[src/rtl/uat_baud_pkg.sv]
// Shared definitions for the UART baud scheduler: rate table, divisor helper, FSM states.
package uat_baud_pkg;

    localparam int BAUD_SEL_W = 3;
    localparam int NUM_RATES  = 1 << BAUD_SEL_W;

    localparam int unsigned BAUD_TABLE [NUM_RATES] = '{
        9600, 19200, 38400, 57600, 115200, 230400, 460800, 921600
    };

    typedef enum logic [1:0] {
        IDLE,
        RUN,
        PEND
    } baud_state_t;

    // Rounded system-clock cycles per oversample tick.
    function automatic longint unsigned f_baud_div(
        input longint unsigned freq,
        input longint unsigned baud,
        input longint unsigned os
    );
        longint unsigned den;
        den = baud * os;
        return (freq + den / 2) / den;
    endfunction

endpackage

[src/rtl/baud_os_counter.sv]
// Loadable oversample down-counter with a wrapping tick index.
module baud_os_counter #(
    parameter int unsigned OS    = 16,
    parameter int          IDX_W = $clog2(OS)
) (
    input  logic             clk,
    input  logic             rst,
    input  logic             load,
    input  logic [15:0]      load_val,
    input  logic             en,
    output logic             tick,
    output logic [IDX_W-1:0] idx
);

    logic [15:0] cnt;

    assign tick = en && (cnt == '0);

    // load wins over a wrap so a rate switch on the boundary tick restarts cleanly
    always_ff @(posedge clk) begin
        if (rst) begin
            cnt <= '0;
            idx <= '0;
        end else if (load) begin
            cnt <= load_val;
            idx <= '0;
        end else if (tick) begin
            cnt <= load_val;
            idx <= idx + 1'b1;
        end else if (en) begin
            cnt <= cnt - 1'b1;
        end
    end

endmodule

[src/rtl/baud_sched.sv]
// Baud timing controller: oversample/bit/mid-bit tick enables with a runtime-selectable rate
// that switches only on bit boundaries.
module baud_sched
    import uat_baud_pkg::*;
#(
    parameter int unsigned            p_input_freq  = 50_000_000,
    parameter int unsigned            p_oversample  = 16,
    parameter logic [BAUD_SEL_W-1:0]  p_default_sel = 3'd4
) (
    input  logic                  i_clk,
    input  logic                  i_rst,
    input  logic                  i_en,
    input  logic [BAUD_SEL_W-1:0] i_sel,
    input  logic                  i_sel_valid,
    output logic                  o_sel_ready,
    input  logic                  i_rx_sync,
    output logic                  o_os_tick,
    output logic                  o_bit_tick,
    output logic                  o_mid_tick,
    output logic [BAUD_SEL_W-1:0] o_active_sel,
    output logic                  o_busy
);

    localparam int IDX_W = $clog2(p_oversample);

    if (p_oversample < 4 || (p_oversample & (p_oversample - 1)) != 0) begin : g_bad_os
        $error("baud_sched: p_oversample must be a power of 2 and at least 4");
    end

    logic [15:0] div_tab [NUM_RATES];

    for (genvar g = 0; g < NUM_RATES; g++) begin : g_div
        localparam longint unsigned DIV = f_baud_div(p_input_freq, BAUD_TABLE[g], p_oversample);
        if (DIV < 2 || DIV > 65535) begin : g_bad_div
            $error("baud_sched: divisor for table entry %0d is out of range", g);
        end
        assign div_tab[g] = 16'(DIV);
    end

    baud_state_t           state;
    logic [BAUD_SEL_W-1:0] pend_sel;
    logic [BAUD_SEL_W-1:0] sel_next;
    logic                  accept;
    logic                  counting;
    logic                  sync;
    logic                  boundary;
    logic                  load;
    logic                  tick;
    logic [IDX_W-1:0]      idx;

    assign counting = (state != IDLE);
    assign sync     = counting && i_rx_sync;
    assign accept   = i_sel_valid && o_sel_ready;

    assign o_os_tick  = tick;
    assign o_bit_tick = tick && (idx == IDX_W'(p_oversample - 1));
    assign o_mid_tick = tick && (idx == IDX_W'(p_oversample / 2 - 1));
    assign boundary   = (state == PEND) && o_bit_tick;

    // sel_next is the index the counters should run on from the next cycle onward
    always_comb begin
        sel_next = o_active_sel;
        if (state == PEND) begin
            if (!i_en || boundary)
                sel_next = pend_sel;
        end else if (accept && (state == IDLE || !i_en)) begin
            sel_next = i_sel;
        end
    end

    assign load = !i_en || (state == IDLE) || sync || boundary;

    baud_os_counter #(
        .OS    (p_oversample),
        .IDX_W (IDX_W)
    ) u_os_counter (
        .clk      (i_clk),
        .rst      (i_rst),
        .load     (load),
        .load_val (div_tab[sel_next] - 16'd1),
        .en       (counting && !i_rx_sync),
        .tick     (tick),
        .idx      (idx)
    );

    always_ff @(posedge i_clk) begin
        if (i_rst) begin
            state        <= IDLE;
            o_active_sel <= p_default_sel;
            pend_sel     <= p_default_sel;
            o_sel_ready  <= 1'b1;
            o_busy       <= 1'b0;
        end else begin
            o_active_sel <= sel_next;
            if (!i_en) begin
                state       <= IDLE;
                o_sel_ready <= 1'b1;
                o_busy      <= 1'b0;
            end else begin
                case (state)
                    IDLE: begin
                        state  <= RUN;
                        o_busy <= 1'b1;
                    end
                    RUN: begin
                        if (accept) begin
                            pend_sel    <= i_sel;
                            state       <= PEND;
                            o_sel_ready <= 1'b0;
                        end
                    end
                    PEND: begin
                        if (boundary) begin
                            state       <= RUN;
                            o_sel_ready <= 1'b1;
                        end
                    end
                    default: begin
                        state       <= IDLE;
                        o_sel_ready <= 1'b1;
                        o_busy      <= 1'b0;
                    end
                endcase
            end
        end
    end

endmodule
[config.mk]
export PLATFORM = sky130hd
export DESIGN_NAME = baud_sched
export DESIGN_NICKNAME = d
export VERILOG_FILES = /design/src/rtl/uat_baud_pkg.sv /design/src/rtl/baud_os_counter.sv /design/src/rtl/baud_sched.sv
export SDC_FILE = /design/constraint.sdc
export NUM_CORES = 1
export LEC_CHECK = 0
export ABC_CLOCK_PERIOD_IN_PS = 4600
export BUFFER_PORTS_ARGS = -buffer_cell sky130_fd_sc_hd__buf_4
export CAP_MARGIN = 20
export CELL_PAD_IN_SITES_DETAIL_PLACEMENT = 0
export CELL_PAD_IN_SITES_GLOBAL_PLACEMENT = 2
export CORE_UTILIZATION = 35
export DETAILED_ROUTE_END_ITERATION = 16
export PLACE_DENSITY_LB_ADDON = 0.1
export SYNTH_ARGS = -nofsm -noshare
export SYNTH_HDL_FRONTEND = slang
export SYNTH_SLANG_ARGS = --single-unit
export TNS_END_PERCENT = 100
[constraint.sdc]
create_clock -name i_clk -period 4.6 [get_ports i_clk]
set_input_delay 1.38 -clock i_clk [delete_from_list [all_inputs] [get_ports i_clk]]
set_output_delay 1.38 -clock i_clk [all_outputs]
set_load 0.02 [all_outputs]
==> results of run 1 <==
## flip-flops by register name, indices dropped and copies added (netlist names)
register and cells:
u_os_counter.cnt 16, u_os_counter.idx 4, o_active_sel 3, pend_sel 3
state 2, o_busy 1, o_sel_ready 1
## layout by cell type (no fill, tap or decap), types with 7 or more instances in the layout
cell type,instances
sky130_fd_sc_hd__a21oi_1,8
sky130_fd_sc_hd__buf_4,19
sky130_fd_sc_hd__dfxtp_1,30
sky130_fd_sc_hd__ha_1,11
sky130_fd_sc_hd__inv_1,11
sky130_fd_sc_hd__mux2i_1,7
sky130_fd_sc_hd__nand2_1,11
sky130_fd_sc_hd__nor2_1,22
sky130_fd_sc_hd__nor3_1,11
sky130_fd_sc_hd__xnor2_1,13
## layer usage
layer / up-vias / routed length (um) / global-route usage
met5: - / 0 / 0
met4: 0 / 55 / 0.0641
met3: 5 / 122 / 0.0366
met2: 21 / 2020 / 0.289
met1: 698 / 1930 / 0.205
li1: 762 / - / -
## power groups by stage
stage / logic [W] / registers [W] / clock network, W
final: 0.000206 / 0.000296 / 0.000223
after global routing: 0.000230 / 0.000298 / 0.000244
after CTS: 0.000209 / 0.000296 / 0.000232
after detailed placement: 0.000206 / 0.000302 / 0
after global placement: 0.000205 / 0.000302 / 0
after floorplan: 0.000159 / 0.000301 / 0
## per-stage QoR
step	utilization	instances	total power [W]	setup slack [ps]
CTS	0.433	290	0.000737	570
floorplan	-	202	0.000460	634
global route	0.433	290	0.000771	362
finish	0.433	290	0.000725	555
global placement	0.414	282	0.000506	450
detailed placement	0.414	282	0.000509	282
## area by class of cell
class | instances | area (sq um)
clock inverter | 1 | 5.00
timing repair buffer | 19 | 143
inverter | 12 | 45.0
clock buffer | 7 | 86.3
tap | 67 | 83.8
fill | 507 | 2750
multi-input combinational | 154 | 1140
sequential | 30 | 601
## logic make-up (layout without fill, tap and decap cells)
logic type               after synthesis  in the layout
AND/OR/NAND/NOR                       76             76
multiplexers                           7              7
flip-flops                            30             30
AO/OA/AOI/OAI                         42             42
buffers and inverters                 18             39
XOR/XNOR                              18             18
adder cells (fa/ha/maj)               11             11
## final timing paths
path / endpoint / slack, ps / cells after the start
hold reg to reg: pend_sel[2] / 460 / 1
setup reg to reg: u_os_counter.cnt[4] / 990 / 14
hold / removal: pend_sel[2] / 460 / 1
setup / recovery: u_os_counter.cnt[4] / 560 / 13
==> load_flow_metrics.sql, run 1 <==
INSERT INTO impl_metrics (metric_group, metric, value, unit) VALUES
('setup_path', 'required', '4770', 'ps'),
('place', 'place_hpwl', '3.14', 'mm'),
('worst_hold_path', 'path_class_of_the_lowest_slack_min_delay_path', 'flip-flop to flip-flop', ''),
('synthesis', 'postSynth.asyncResetShare', '0', ''),
('detailed_routing', 'drt-pass1-iter-count', '4', ''),
('timing', 'timing.final.hold_violations', '0', ''),
('pwr', 'switching_share', '0.322', ''),
('setup_path', 'max_stage_delay', '370', 'ps'),
('pwr', 'fraction_of_power_consumed_by_combinational_cells', '0.285', ''),
('global_route', 'global_route.overflow_total', '0', ''),
('synthesis', 'synth_area_in_compound_gates', '0.190', ''),
('synthesis', 'yosys_register_bits', '30', ''),
('final_layout', 'finalNetCount', '241', ''),
('clock_tree', 'cts.path.max_buffers', '2', ''),
('detailed_routing', 'drt_first_iter_violations', '51', ''),
('pwr', 'power.internal', '0.000492', 'W'),
('clock_tree', 'cts_resized', '0', ''),
('timing', 'worst_clock_skew', '7.44', 'ps'),
('setup_path', 'endpoint_kind', 'flip-flop', ''),
('timing', 'setup_repair_after_global_routing_missed_its_margin', 'false', ''),
('setup_path', 'crit_slowest_cell', 'sky130_fd_sc_hd__ha_1', ''),
('place', 'portbufs', '15', ''),
('clock_tree', 'post_cts_clock_slew_at_the_launch_and_capture_registers_of_the_worst_setup_and_hold_paths', '70', 'ps'),
('synthesis', 'post_synth_mux_area_share', '0.0386', ''),
('synthesis', 'ys.flop_type', 'sky130_fd_sc_hd__dfxtp_1', ''),
('floorplanning', 'total_die_area', '5480', 'sq um'),
('setup_path', 'timing_worst_setup_path_type', 'input port to flip-flop', ''),
('detailed_routing', 'detail-route-antenna-nets', '0', ''),
('pwr', 'netSwitchingPower', '0.000234', 'W'),
('place', 'place.gp.congestion', '0.854', ''),
('synthesis', 'cell_count_after_synthesis', '202', ''),
('run_status', 'outcome', 'finished clean', ''),
('timing', 'fin_tns_setup', '0', 'ps'),
('synthesis', 'synth_top_family_by_area', 'simple AND/OR/NAND/NOR gates', ''),
('setup_path', 'rr_startpoint', 'state[0]', ''),
('synthesis', 'syn_avg_cell_area', '8.99', 'sq um'),
('setup_path', 'critical_path.top_delay_family', 'compound AO/OA/AOI/OAI gates', ''),
('global_route', 'grt_first_pass_wirelength', '6.86', 'mm'),
('detailed_routing', 'wirelength', '4.13', 'mm'),
('synthesis', 'synthDominantAreaCellType', 'sky130_fd_sc_hd__dfxtp_1', ''),
('synthesis', 'synth_common_cells', 'sky130_fd_sc_hd__dfxtp_1 (30), sky130_fd_sc_hd__nor2_1 (22), sky130_fd_sc_hd__xnor2_1 (13)', ''),
('synthesis', 'synth.yosys.seq_area_share', '0.331', ''),
('setup_path', 'critPathLaunch', 'i_rx_sync', ''),
('detailed_routing', 'drc', '0', ''),
('timing', 'timing_worst_slew_pin_value', '551', 'ps'),
('setup_path', 'worst_setup_path_start_kind', 'input port', ''),
('final_layout', 'final_cell_area', '2100', 'sq um'),
('clock_tree', 'cts_hold_buffers', '0', ''),
('synthesis', 'syn-cell-area', '1820', 'sq um'),
('floorplanning', 'core.rowCount', '25', ''),
('setup_path', 'cell_breakdown_of_the_critical_path', 'buf_4 -> nor4b_2 -> nand3_2 -> o21ai_0 -> mux2i_1 -> mux2i_1 -> ha_1 -> a22o_2 -> ha_1 -> nor2b_1 -> o21ai_0 -> a21oi_1 -> o31a_1', ''),
('detailed_routing', 'wire_per_inst', '14.2', 'um'),
('clock_tree', 'cts_made_buffers', '5', ''),
('timing', 'final_period_minus_worst_setup_slack', '4040', 'ps'),
('timing', 'final-max-slew-violation-count', '0', ''),
('synthesis', 'ys_top_cells_by_area', 'sky130_fd_sc_hd__dfxtp_1 (33%), sky130_fd_sc_hd__ha_1 (7.6%), sky130_fd_sc_hd__xnor2_1 (6.3%)', ''),
('flow_run', 'max_cap_violations', '0', ''),
('floorplanning', 'die_height', '74.0', 'um'),
('timing', 'clock.fmax', '0.247', 'GHz'),
('worst_hold_path', 'hold_path.startpoint', 'pend_sel[2]', ''),
('global_route', 'grt.total_usage', '0.168', ''),
('synthesis', 'ys_warn_count', '0', ''),
('timing', 'hold_ws', '463', 'ps'),
('final_layout', 'insertedDiodeCount', '0', ''),
('setup_path', 'path_max_fanout', '6', ''),
('pwr', 'clock_power_share', '0.307', ''),
('synthesis', 'number_of_flops_mapped_to_enable_cells_by_yosys', '0', ''),
('final_layout', 'syn2layout_area_growth', '15.6', '%'),
('clock_tree', 'clock_tree.htree_level_count', '2', ''),
('clock_tree', 'clk_root_buffer_cell', 'sky130_fd_sc_hd__clkbuf_8', ''),
('timing', 'report.final.setup_viol', '0', '');
Note: power is estimated with default switching activity, not from simulation.
==> run 2: changes to the inputs <==
--- a/config.mk
+++ b/config.mk
@@ -10,9 +10,11 @@
 export CAP_MARGIN = 20
 export CELL_PAD_IN_SITES_DETAIL_PLACEMENT = 0
 export CELL_PAD_IN_SITES_GLOBAL_PLACEMENT = 2
+export CORE_ASPECT_RATIO = 0.7
 export CORE_UTILIZATION = 35
 export DETAILED_ROUTE_END_ITERATION = 16
 export PLACE_DENSITY_LB_ADDON = 0.1
+export RECOVER_POWER = 25
 export SYNTH_ARGS = -nofsm -noshare
 export SYNTH_HDL_FRONTEND = slang
 export SYNTH_SLANG_ARGS = --single-unit
==> load_flow_metrics.sql, run 2 (synthesis results as in run 1) <==
INSERT INTO impl_metrics (metric_group, metric, value, unit) VALUES
('run_status', 'outcome', 'finished clean', ''),
('final_layout', 'finalNetCount', '241', ''),
('clock_tree', 'clock_tree.htree_level_count', '2', ''),
('floorplanning', 'core_area', '4890', 'sq um'),
('global_route', 'global_route.overflow_total', '0', ''),
('flow_run', 'max_cap_violations', '0', ''),
('final_layout', 'insertedDiodeCount', '0', ''),
('setup_path', 'required', '4770', 'ps'),
('setup_path', 'endpoint_kind', 'flip-flop', ''),
('floorplanning', 'total_die_area', '5490', 'sq um'),
('timing', 'final_period_minus_worst_setup_slack', '3990', 'ps'),
('setup_path', 'worst_setup_path_start_kind', 'input port', ''),
('setup_path', 'rr_startpoint', 'state[0]', ''),
('timing', 'period_share', '0.868', ''),
('detailed_routing', 'vias', '1490', ''),
('pwr', 'power.static_leakage', '0.812', 'nW'),
('final_layout', 'mostFrequentLayoutCells', 'sky130_fd_sc_hd__dfxtp_1 (30), sky130_fd_sc_hd__nor2_1 (22), sky130_fd_sc_hd__xnor2_1 (13), sky130_fd_sc_hd__buf_4 (13)', ''),
('final_layout', 'layout_top_registers', 'u_os_counter.cnt (16), u_os_counter.idx (4)', ''),
('worst_hold_path', 'path_class_of_the_lowest_slack_min_delay_path', 'flip-flop to flip-flop', ''),
('floorplanning', 'initial_util', '0.372', ''),
('final_layout', 'drive_gt1_frac', '0.179', ''),
('timing', 'final-max-slew-violation-count', '0', ''),
('worst_hold_path', 'hold_path.startpoint', 'pend_sel[2]', ''),
('global_route', 'grt_first_pass_wirelength', '7.36', 'mm'),
('timing', 'timing.final.hold_violations', '0', ''),
('clock_tree', 'clk_root_buffer_cell', 'sky130_fd_sc_hd__clkbuf_8', ''),
('timing', 'report.final.setup_viol', '0', ''),
('detailed_routing', 'detail-route-antenna-nets', '0', ''),
('timing', 'setup_repair_after_global_routing_missed_its_margin', 'false', ''),
('setup_path', 'data_arrival_time_of_the_worst_path', '4160', 'ps'),
('place', 'place.gp.congestion', '0.817', ''),
('place', 'portbufs', '15', ''),
('timing', 'fin_tns_setup', '0', 'ps'),
('final_layout', 'largest_reg_flops', '16', ''),
('global_route', 'grt_antenna_before_repair', '0', ''),
('clock_tree', 'postCtsSetupRepairBufs', '0', ''),
('timing', 'timing_worst_slew_pin_value', '1040', 'ps'),
('setup_path', 'critical_path.n_buffers_inverters', '1', ''),
('clock_tree', 'cts_tree', 'yes', ''),
('detailed_routing', 'wirelength', '4.25', 'mm'),
('detailed_routing', 'drc', '0', ''),
('detailed_routing', 'drt_first_iter_violations', '70', ''),
('clock_tree', 'insertion_delay', '280', 'ps'),
('clock_tree', 'cts_sinks', '30', ''),
('setup_path', 'crit_slowest_cell', 'sky130_fd_sc_hd__ha_1', ''),
('setup_path', 'cell_breakdown_of_the_critical_path', 'buf_4 -> nor4b_2 -> nand3_2 -> o21ai_0 -> mux2i_1 -> mux2i_1 -> ha_1 -> a22o_2 -> ha_1 -> nor2b_1 -> o21ai_0 -> a21oi_1 -> o31a_1', ''),
('pwr', 'power_density', '349', 'nW/um^2'),
('setup_path', 'timing_worst_setup_path_type', 'input port to flip-flop', ''),
('pwr', 'vdd_drop_max', '0.118', 'mV'),
('global_route', 'grt_start_max_net_pins', '23', ''),
('setup_path', 'critical_path.top_delay_family', 'compound AO/OA/AOI/OAI gates', ''),
('clock_tree', 'cts.path.max_buffers', '2', ''),
('setup_path', 'max_stage_delay', '360', 'ps'),
('global_route', 'grt.total_usage', '0.174', ''),
('timing', 'clock.fmax', '0.251', 'GHz'),
('clock_tree', 'post_cts_clock_slew_at_the_launch_and_capture_registers_of_the_worst_setup_and_hold_paths', '70', 'ps'),
('timing', 'final.setup.worst_slack', '608', 'ps'),
('setup_path', 'critPathLaunch', 'i_rx_sync', ''),
('timing', 'worst_clock_skew', '2.81', 'ps'),
('detailed_routing', 'drt-pass1-iter-count', '4', ''),
('detailed_routing', 'drt-vias-per-instance', '5.10', ''),
('clock_tree', 'cts_made_buffers', '5', ''),
('final_layout', 'final_cell_area', '2080', 'sq um'),
('final_layout', 'largest_register', 'u_os_counter.cnt', ''),
('floorplanning', 'core.rowCount', '21', ''),
('floorplanning', 'pin_count', '16', ''),
('place', 'place_hpwl', '3.21', 'mm'),
('detailed_routing', 'wire_per_inst', '14.6', 'um'),
('setup_path', 'path_max_fanout', '6', ''),
('place', 'placed_cell_area', '2010', 'sq um'),
('floorplanning', 'die_height', '62.3', 'um'),
('floorplanning', 'die_width', '88.1', 'um'),
('place', 'detailedPlace.worstSlack', '316', 'ps'),
('global_route', 'grt_pass1_vias', '1435', ''),
('timing', 'max-slew-margin-rel', '0.309', ''),
('clock_tree', 'cts_resized', '0', ''),
('clock_tree', 'cts_hold_buffers', '0', ''),
('final_layout', 'syn2layout_area_growth', '14.5', '%'),
('final_layout', 'layout.cells.most_common', 'sky130_fd_sc_hd__dfxtp_1', ''),
('setup_path', 'reg2reg_slack', '1040', 'ps');
-- run 2: worst register-to-register path, delay by kind of cell (launching register included) --
kind | cells | cell delay [ps]
DFF | 1 | 360
and+or+nand+nor | 3 | 620
buffers and inverters | 1 | 70
muxes | 2 | 420
adders and majority gates | 3 | 890
AOI/OAI and AO/OA | 5 | 1110
-- run 2: cell type report --
| cell class | instances | area [sq um] |
|---|---|---|
| fillers | 524 | 2810 |
| inverters | 12 | 45.0 |
| clock buffers | 7 | 86.3 |
| multi-input cells | 154 | 1140 |
| flip-flops and latches | 30 | 601 |
| well taps | 69 | 86.3 |
| clock inverters | 1 | 5.00 |
| repair buffers | 19 | 120 |
-- run 2: metrics by stage --
step	hold slack (ps)	cells	power [W]	util
6_report	482	292	0.000725	0.425
5_1_grt	521	292	0.000778	0.425
4_1_cts	483	292	0.000734	0.430
3_5_place_dp	468	284	0.000509	0.411
3_3_place_gp	444	284	0.000507	0.411
2_1_floorplan	426	202	0.000460	-
-- run 2: report_power, final --
group	internal, W	switching (W)	total, W
clock network	0.000121	0.000103	0.000224
registers	0.000278	0.0000184	0.000296
logic	0.0000903	0.000114	0.000204
-- run 2: path summary, 6_finish.rpt --
kind,endpoint,cells past startpoint
max,u_os_counter.cnt[4],13
max reg2reg,u_os_counter.cnt[4],14
min,pend_sel[2],1
min reg2reg,pend_sel[2],1
-- run 2: layer usage --
| layer | vias up | part of all wire | track usage |
|---|---|---|---|
| li1 | 759 | - | - |
| met1 | 696 | 0.55 | 0.267 |
| met2 | 30 | 0.40 | 0.237 |
| met3 | 5 | 0.033 | 0.0439 |
| met4 | 0 | 0.0085 | 0.0423 |
| met5 | - | 0 | 0 |
==> run 3: changes to the inputs <==
--- a/config.mk
+++ b/config.mk
@@ -5,7 +5,7 @@
 export SDC_FILE = /design/constraint.sdc
 export NUM_CORES = 1
 export LEC_CHECK = 0
-export ABC_CLOCK_PERIOD_IN_PS = 4600
+export ABC_CLOCK_PERIOD_IN_PS = 3700
 export BUFFER_PORTS_ARGS = -buffer_cell sky130_fd_sc_hd__buf_4
 export CAP_MARGIN = 20
 export CELL_PAD_IN_SITES_DETAIL_PLACEMENT = 0
==> constraint.sdc (replaced) <==
create_clock -name i_clk -period 3.7 [get_ports i_clk]
set_input_delay 1.11 -clock i_clk [delete_from_list [all_inputs] [get_ports i_clk]]
set_output_delay 1.11 -clock i_clk [all_outputs]
set_load 0.02 [all_outputs]
==> load_flow_metrics.sql, run 3 (synthesis results as in run 1) <==
INSERT INTO impl_metrics (metric_group, metric, value, unit) VALUES
('floorplanning', 'die_height', '62.3', 'um'),
('timing', 'setup_repair_after_global_routing_missed_its_margin', 'false', ''),
('timing', 'final-max-slew-violation-count', '0', ''),
('setup_path', 'data_arrival_time_of_the_worst_path', '3740', 'ps'),
('timing', 'worst_clock_skew', '3.97', 'ps'),
('worst_hold_path', 'path_class_of_the_lowest_slack_min_delay_path', 'flip-flop to flip-flop', ''),
('place', 'portbufs', '15', ''),
('setup_path', 'worst_setup_path_start_kind', 'input port', ''),
('setup_path', 'timing_worst_setup_path_type', 'input port to flip-flop', ''),
('detailed_routing', 'wirelength', '4.18', 'mm'),
('clock_tree', 'cts_sinks', '30', ''),
('detailed_routing', 'drt_first_iter_violations', '66', ''),
('floorplanning', 'pin_count', '16', ''),
('timing', 'max-slew-margin-rel', '0.341', ''),
('place', 'place_hpwl', '3.23', 'mm'),
('pwr', 'netSwitchingPower', '0.000294', 'W'),
('timing', 'fin_tns_setup', '0', 'ps'),
('final_layout', 'final_cell_area', '2180', 'sq um'),
('clock_tree', 'postCtsSetupRepairBufs', '0', ''),
('final_layout', 'insertedDiodeCount', '0', ''),
('pwr', 'clock_power_share', '0.301', ''),
('pwr', 'fraction_of_power_consumed_by_combinational_cells', '0.297', ''),
('floorplanning', 'core_area', '4890', 'sq um'),
('clock_tree', 'cts_tree', 'yes', ''),
('run_status', 'outcome', 'finished clean', ''),
('place', 'place.gp.congestion', '0.796', ''),
('setup_path', 'required', '3900', 'ps'),
('timing', 'timing.final.hold_violations', '0', ''),
('final_layout', 'layout.cells.most_common', 'sky130_fd_sc_hd__dfxtp_1', ''),
('timing', 'clock.fmax', '0.282', 'GHz'),
('clock_tree', 'clock_tree.htree_level_count', '2', ''),
('floorplanning', 'total_die_area', '5490', 'sq um'),
('clock_tree', 'clk_root_buffer_cell', 'sky130_fd_sc_hd__clkbuf_8', ''),
('pwr', 'power.internal', '0.000623', 'W'),
('clock_tree', 'post_cts_clock_slew_at_the_launch_and_capture_registers_of_the_worst_setup_and_hold_paths', '60', 'ps'),
('setup_path', 'endpoint_kind', 'flip-flop', ''),
('place', 'placed_cell_area', '2110', 'sq um'),
('final_layout', 'syn2layout_area_growth', '20.2', '%'),
('final_layout', 'num-fill-cells', '486', ''),
('detailed_routing', 'detail-route-antenna-nets', '0', ''),
('final_layout', 'drive_gt1_frac', '0.233', ''),
('flow_run', 'max_cap_violations', '0', ''),
('global_route', 'grt_antenna_before_repair', '0', ''),
('timing', 'period_share', '0.958', ''),
('clock_tree', 'cts_made_buffers', '5', ''),
('pwr', 'switching_share', '0.320', ''),
('detailed_routing', 'drt-pass1-iter-count', '4', ''),
('timing', 'timing_worst_slew_pin_value', '989', 'ps'),
('floorplanning', 'die_width', '88.1', 'um'),
('global_route', 'grt.total_usage', '0.170', ''),
('pwr', 'power.static_leakage', '0.870', 'nW'),
('final_layout', 'largest_register', 'u_os_counter.cnt', ''),
('global_route', 'grt_pass1_vias', '1452', ''),
('timing', 'report.final.setup_viol', '0', ''),
('detailed_routing', 'drc', '0', ''),
('detailed_routing', 'vias', '1550', ''),
('floorplanning', 'core.rowCount', '21', ''),
('pwr', 'power_density', '420', 'nW/um^2'),
('clock_tree', 'cts.path.max_buffers', '2', ''),
('pwr', 'sequential_fraction_of_design_power', '0.401', ''),
('global_route', 'grt_start_max_net_pins', '21', ''),
('timing', 'final_period_minus_worst_setup_slack', '3540', 'ps'),
('floorplanning', 'initial_util', '0.372', ''),
('setup_path', 'path_max_fanout', '5', ''),
('final_layout', 'layout_top_registers', 'u_os_counter.cnt (16), u_os_counter.idx (4)', ''),
('global_route', 'global_route.overflow_total', '0', ''),
('global_route', 'grt_first_pass_wirelength', '7.11', 'mm'),
('detailed_routing', 'drt-vias-per-instance', '5.08', ''),
('final_layout', 'finalNetCount', '254', ''),
('clock_tree', 'insertion_delay', '290', 'ps'),
('pwr', 'vdd_drop_max', '0.141', 'mV'),
('final_layout', 'largest_reg_flops', '16', ''),
('final_layout', 'mostFrequentLayoutCells', 'sky130_fd_sc_hd__dfxtp_1 (30), sky130_fd_sc_hd__buf_4 (26), sky130_fd_sc_hd__nor2_1 (22), sky130_fd_sc_hd__xnor2_1 (13)', ''),
('detailed_routing', 'wire_per_inst', '13.7', 'um');
[run 3: worst paths after layout]
path | startpoint | to | slack (ps) | depth (start not counted)
min reg2reg | pend_sel[2] | pend_sel[2] | 470 | 1
min | pend_sel[2] | pend_sel[2] | 470 | 1
max reg2reg | state[0] | u_os_counter.cnt[8] | 320 | 13
max | i_en | u_os_counter.cnt[8] | 160 | 12
[run 3: worst max-delay path, stage by stage]
cell and delay (ps):
sky130_fd_sc_hd__buf_4 80, sky130_fd_sc_hd__nor2b_1 370, sky130_fd_sc_hd__nor3b_1 110, sky130_fd_sc_hd__o32a_1 360
sky130_fd_sc_hd__o211a_4 150, sky130_fd_sc_hd__buf_4 140, sky130_fd_sc_hd__nor2_1 220, sky130_fd_sc_hd__a22o_2 200
sky130_fd_sc_hd__ha_1 240, sky130_fd_sc_hd__a31oi_1 130, sky130_fd_sc_hd__o31a_2 370, sky130_fd_sc_hd__a221oi_2 250
[run 3: power groups by stage]
stage	Combinational [W]	Sequential [W]	Clock, W
6_report	0.000272	0.000368	0.000276
3_5_place_dp	0.000273	0.000375	0
5_1_grt	0.000304	0.000371	0.000298
2_1_floorplan	0.000198	0.000374	0
4_1_cts	0.000276	0.000368	0.000287
3_3_place_gp	0.000273	0.000375	0
[run 3: final cells by class]
type                    count  area [sq um]  share of cell area
inverters                  12          45.0              0.0206
clock buffers               7          86.3              0.0395
flip-flops and latches     30           601               0.275
clock inverters             1          5.00             0.00229
multi-input cells         154          1140               0.523
repair buffers             32           218              0.0997
well taps                  69          86.3              0.0395
[run 3: stage by stage]
step	setup slack [ps]	cells	hold slack [ps]	total power (W)	util
6_report	155	305	469	0.000917	0.447
3_3_place_gp	-62.1	297	444	0.000648	0.431
3_5_place_dp	-156	297	459	0.000648	0.431
2_1_floorplan	3.77	202	426	0.000572	-
5_1_grt	20.7	305	517	0.000973	0.447
4_1_cts	132	305	474	0.000930	0.450
[run 3: per-layer routing]
metal | global-route usage | part of all wire | up-vias
met5 | 0 | 0 | -
met4 | 0.0665 | 0.018 | 0
met3 | 0.0426 | 0.035 | 10
met2 | 0.235 | 0.42 | 27
met1 | 0.249 | 0.53 | 725
li1 | - | - | 788
[run 3: repair_timing]
action / CTS / global route
gates resized for setup: 0 / 3
hold buffers: 0 / 0
setup endpoints to repair: 0 / 1
